**config.mk**
```make
export PLATFORM = sky130hd
export DESIGN_NAME = instruction_loader
export DESIGN_NICKNAME = d
export VERILOG_FILES = /design/src/rtl/instruction_loader.sv
export SDC_FILE = /design/constraint.sdc
export NUM_CORES = 1
export LEC_CHECK = 0
export CELL_PAD_IN_SITES_DETAIL_PLACEMENT = 1
export CELL_PAD_IN_SITES_GLOBAL_PLACEMENT = 1
export CORE_MARGIN = 5
export CORE_UTILIZATION = 40
export DETAILED_ROUTE_END_ITERATION = 10
export PLACE_DENSITY = 0.94
export SKIP_LAST_GASP = 1
export SLEW_MARGIN = 10
export SYNTH_ARGS = -nofsm -noshare
export SYNTH_HDL_FRONTEND = slang
export SYNTH_SLANG_ARGS = --single-unit
```
**constraint.sdc**
```tcl
create_clock -name clk -period 5 [get_ports clk]
set_clock_uncertainty 0.1 [all_clocks]
set_input_delay 1 -clock clk [delete_from_list [all_inputs] [get_ports clk]]
set_output_delay 1 -clock clk [all_outputs]
set_load 0.02 [all_outputs]
```
**src/rtl/instruction_loader.sv**
```systemverilog
// Boot-time loader: receives a length-prefixed big-endian byte stream and writes
// 32-bit words into instruction memory, holding the CPU until the program is in place.
module instruction_loader #(
  parameter int WORDS = 9,
  parameter int CNT_W = 16
) (
  input  logic        clk,
  input  logic        rst,
  input  logic        start,
  input  logic        rx_valid,
  input  logic [7:0]  rx_data,
  output logic        rx_ready,
  output logic        imem_we,
  output logic [31:0] imem_addr,
  output logic [31:0] imem_wdata,
  output logic        cpu_run,
  output logic        load_done,
  output logic        err
);

  typedef enum logic [2:0] {
    IDLE   = 3'd0,
    HDR_HI = 3'd1,
    HDR_LO = 3'd2,
    DATA   = 3'd3,
    WRITE  = 3'd4,
    DONE   = 3'd5,
    ERR    = 3'd6
  } state_t;

  localparam logic [CNT_W-1:0] MAX_N = CNT_W'(WORDS);

  state_t           state_reg, state_next;
  logic [CNT_W-1:0] n_reg;
  logic [CNT_W-1:0] word_idx_reg;
  logic [1:0]       byte_cnt_reg;
  logic [31:0]      asm_reg;
  logic             xfer;
  logic [CNT_W-1:0] n_full;

  assign xfer   = rx_valid && rx_ready;
  // Header value as it will be once the low byte on the bus is latched.
  assign n_full = CNT_W'({n_reg[15:8], rx_data});

  always_ff @(posedge clk) begin
    if (rst) state_reg <= IDLE;
    else     state_reg <= state_next;
  end

  always_comb begin
    state_next = state_reg;
    case (state_reg)
      IDLE:   if (start) state_next = HDR_HI;
      HDR_HI: if (xfer) state_next = HDR_LO;
      HDR_LO: begin
        if (xfer) begin
          if (n_full == '0)        state_next = DONE;
          else if (n_full > MAX_N) state_next = ERR;
          else                     state_next = DATA;
        end
      end
      DATA:   if (xfer && byte_cnt_reg == 2'd3) state_next = WRITE;
      WRITE: begin
        if (word_idx_reg == n_reg - CNT_W'(1)) state_next = DONE;
        else                                   state_next = DATA;
      end
      DONE:   if (start) state_next = HDR_HI;
      ERR:    state_next = ERR;
      default: state_next = IDLE;
    endcase
  end

  // Every output is a pure decode of the current state and registered datapath.
  always_comb begin
    rx_ready   = 1'b0;
    imem_we    = 1'b0;
    imem_addr  = 32'd0;
    imem_wdata = 32'd0;
    cpu_run    = 1'b0;
    load_done  = 1'b0;
    err        = 1'b0;
    case (state_reg)
      HDR_HI, HDR_LO, DATA: rx_ready = 1'b1;
      WRITE: begin
        imem_we    = 1'b1;
        imem_addr  = 32'(word_idx_reg) << 2;
        imem_wdata = asm_reg;
      end
      DONE: begin
        cpu_run   = 1'b1;
        load_done = 1'b1;
      end
      ERR: err = 1'b1;
      default: ;
    endcase
  end

  always_ff @(posedge clk) begin
    if (rst) begin
      n_reg        <= '0;
      word_idx_reg <= '0;
      byte_cnt_reg <= '0;
      asm_reg      <= '0;
    end else begin
      case (state_reg)
        HDR_HI: if (xfer) n_reg <= CNT_W'({rx_data, 8'h00});
        HDR_LO: begin
          if (xfer) begin
            n_reg        <= n_full;
            word_idx_reg <= '0;
            byte_cnt_reg <= '0;
          end
        end
        DATA: begin
          if (xfer) begin
            asm_reg      <= {asm_reg[23:0], rx_data};
            byte_cnt_reg <= byte_cnt_reg + 2'd1;
          end
        end
        WRITE: begin
          word_idx_reg <= word_idx_reg + CNT_W'(1);
          byte_cnt_reg <= '0;
        end
        default: ;
      endcase
    end
  end

endmodule

```
==> flow_summary.yaml <==
final_layout:
  final_area_um2: 4670
  final_cells: 701
  antenna_cells: 0
  nNetsFinal: 578
  filler_cell_count: 1243
  drive_gt1_frac: 0.0563
  largest_reg_flops: 32
  area_delta_synth_final_pct: 20.2
routing:
  drtIter0Drc: 217
  dr.pass1.iters: 4
  drt-total-wl_mm: 12.7
  antenna_left: 0
  drc_errors: 0
  wl_per_cell_um: 18.1
  vias_per_cell: 5.73
  vias: 4015
floorplan:
  die_h_um: 109
  dieArea_um2: 11800
  die_width_um: 109
  initial_core_util: 0.403
  ios: 81
  core_region_area_um2: 9640
  rows: 36
timing:
  relSlewSlack: 0.201
  fin_setup_tns_ns: 0
  slew_viol_final: 0
  worst_pin_slew_ns: 1.19
  post-route-period-util: 0.764
  rsz0062_at_grt: "false"
  hold_viol: 0
  final-setup-viol-count: 0
  fmax_ghz: 0.262
  timing.hold.ws_ns: 0.361
  min_period_ns: 3.82
setup_path:
  start_kind: "flop"
  cpPeakStageDelay_ns: 0.60
  critPathCaptureType: "output port"
  required_ns: 3.90
  slowest_stage: "clkdlybuf4s50_1"
  critPathMaxFanout: 16
  critPathKind: "reg2out"
  arrival_ns: 2.72
  ff2ff_setup_slack_ns: 2.02
  reg2reg_from: "n_reg[0]"
  worstReg2RegEnd: "state_reg[1]"
  worstSetupStartpoint: "state_reg[0]"
  reg2reg_depth: 8
  crit_chain: "nor2_2 -> nand2_1 -> inv_1 -> nand2_1 -> inv_1 -> clkdlybuf4s50_1"
synthesis:
  synth_commonest_cells: "102 x nand2_1, 69 x dfxtp_1, 59 x a21oi_1, 49 x and3_1, 39 x clkbuf_1"
  synth_cell_types: 58
  syn_area_um2: 3890
  ys_seq_elements: 69
  yosysTopAreaCell: "dfxtp_1"
  synth.area.top_cells: "dfxtp_1 36%, nand2_1 9.8%, and3_1 7.9%"
  synth_edf_count: 0
  post-synth-top-count-cell: "nand2_1"
  yosysWarnings: 0
  avgSynthCellArea_um2: 7.37
  ys_seq_area_frac: 0.355
  ys_async_sr_fraction: 0
  synth_top_area_share: 0.355
  ys.flop_type: "dfxtp_1"
  syn_inst: 528
clock_network:
  cts_setup_buffers: 0
  clk_latency_ns: 0.37
  cts_resized: 0
  htreeDepth: 3
  cts_tree: "built"
  cts.clk_slew.worst_paths_ns: 0.09
  numCtsBuffers: 9
  cts_sinks: 69
  clockBufferDepth: 2
  clockRootBuffer: "clkbuf_8"
  cts_hold_buffers: 0
place:
  placed_cells: 685
  io_buffers: 64
  gp_congestion: 0.852
  dp_hpwl_mm: 8.84
  place_area_um2: 4490
job:
  drv_cap: 0
outcome:
  outcome: "finished, final reports clean"
global_routing:
  antenna_found_initial: 0
  gr-total-overflow: 0
  grt_util_all_layers: 0.219
  grt_pass1_wl_mm: 20.7
  grt_max_degree: 58
  grt_pass1_vias: 4150
pwr:
  leakage_nw: 1.80
  ir_drop_mv: 0.158
  power_density_nw_per_um2: 329
  total_power_mw: 1.54
hold_path:
  min-delay-start: "asm_reg[25]"
  min_to: "asm_reg[25]"
  hp-class: "reg2reg"
  hold_path_depth: 2
[worst max-delay path by stage]
stage	end	slack, ns	cells after the start
2_1_floorplan	err	2.52	3
3_3_place_gp	word_idx_reg[4]	1.71	6
3_5_place_dp	word_idx_reg[4]	1.62	6
4_1_cts	imem_addr[11]	1.20	6
5_1_grt	imem_addr[11]	1.01	6
6_report	imem_addr[11]	1.18	6
[through the flow]
step / utilization / setup slack [ns]
after floorplan: - / 2.52
after global placement: 0.466 / 1.71
after detailed placement: 0.466 / 1.62
after CTS: 0.485 / 1.20
after global routing: 0.485 / 1.01
final: 0.485 / 1.18
[cells by family (layout without fill, tap and decap cells)]
kind of cell | Yosys count | in the layout | synth area share
AND/OR/NAND/NOR | 258 | 258 | 0.329
AO/OA/AOI/OAI | 109 | 109 | 0.173
flip-flops | 69 | 69 | 0.355
buffers and inverters | 67 | 92 | 0.0833
XOR/XNOR | 20 | 20 | 0.0450
adder cells (fa/ha/maj) | 3 | 3 | 0.00965
other | 1 | 16 | 0.000964
multiplexers | 1 | 1 | 0.00290
[placed cells by master, fill, tap and decap left out, types with 5 or more instances in the layout]
| cell type | Yosys | routed |
|---|---|---|
| nor4_1 | 6 | 6 |
| xnor2_1 | 8 | 8 |
| conb_1 | 1 | 16 |
| nand3_1 | 22 | 22 |
| and3_1 | 49 | 49 |
| nor2_1 | 35 | 33 |
| nand2_1 | 102 | 102 |
| o21ai_0 | 8 | 8 |
| dfxtp_1 | 69 | 69 |
| xor2_1 | 12 | 12 |
| clkdlybuf4s50_1 | 0 | 63 |
| nor3_1 | 9 | 9 |
| a21oi_1 | 59 | 59 |
| inv_1 | 8 | 8 |
| or3_1 | 5 | 5 |
| clkbuf_8 | 0 | 9 |
| a31oi_1 | 6 | 6 |
[worst max-delay path: cells and delay by family, from the launching register on]
family	cells	cell delay [ns]
and+or+nand+nor	3	0.70
DFF	1	0.46
buffers and inverters	3	1.21
[area by class of cell]
cell class | count | area, um2 | area share
multi-input combinational | 407 | 2240 | 0.480
sequential | 69 | 1380 | 0.296
timing repair buffer | 68 | 666 | 0.142
tap | 133 | 166 | 0.0356
clock buffer | 9 | 124 | 0.0265
clock inverter | 7 | 62.6 | 0.0134
inverter | 8 | 30.0 | 0.00642
[power by group]
part	leakage (nW)	internal [mW]	switching (mW)
clock	0.0931	0.191	0.261
combinational	1.15	0.145	0.313
sequential	0.557	0.575	0.0520
[per-layer routing]
metal  global-route usage  vias to the layer above  part of all wire  wire [um]
met5                    0                        -                 0          0
met4               0.0875                        0             0.024        300
met3               0.0412                       31             0.045        574
met2                0.379                      117              0.51       6400
met1                0.266                     1975              0.43       5380
li1                     -                     1892                 -          -
No activity file was read; power rests on OpenSTA's default activity.
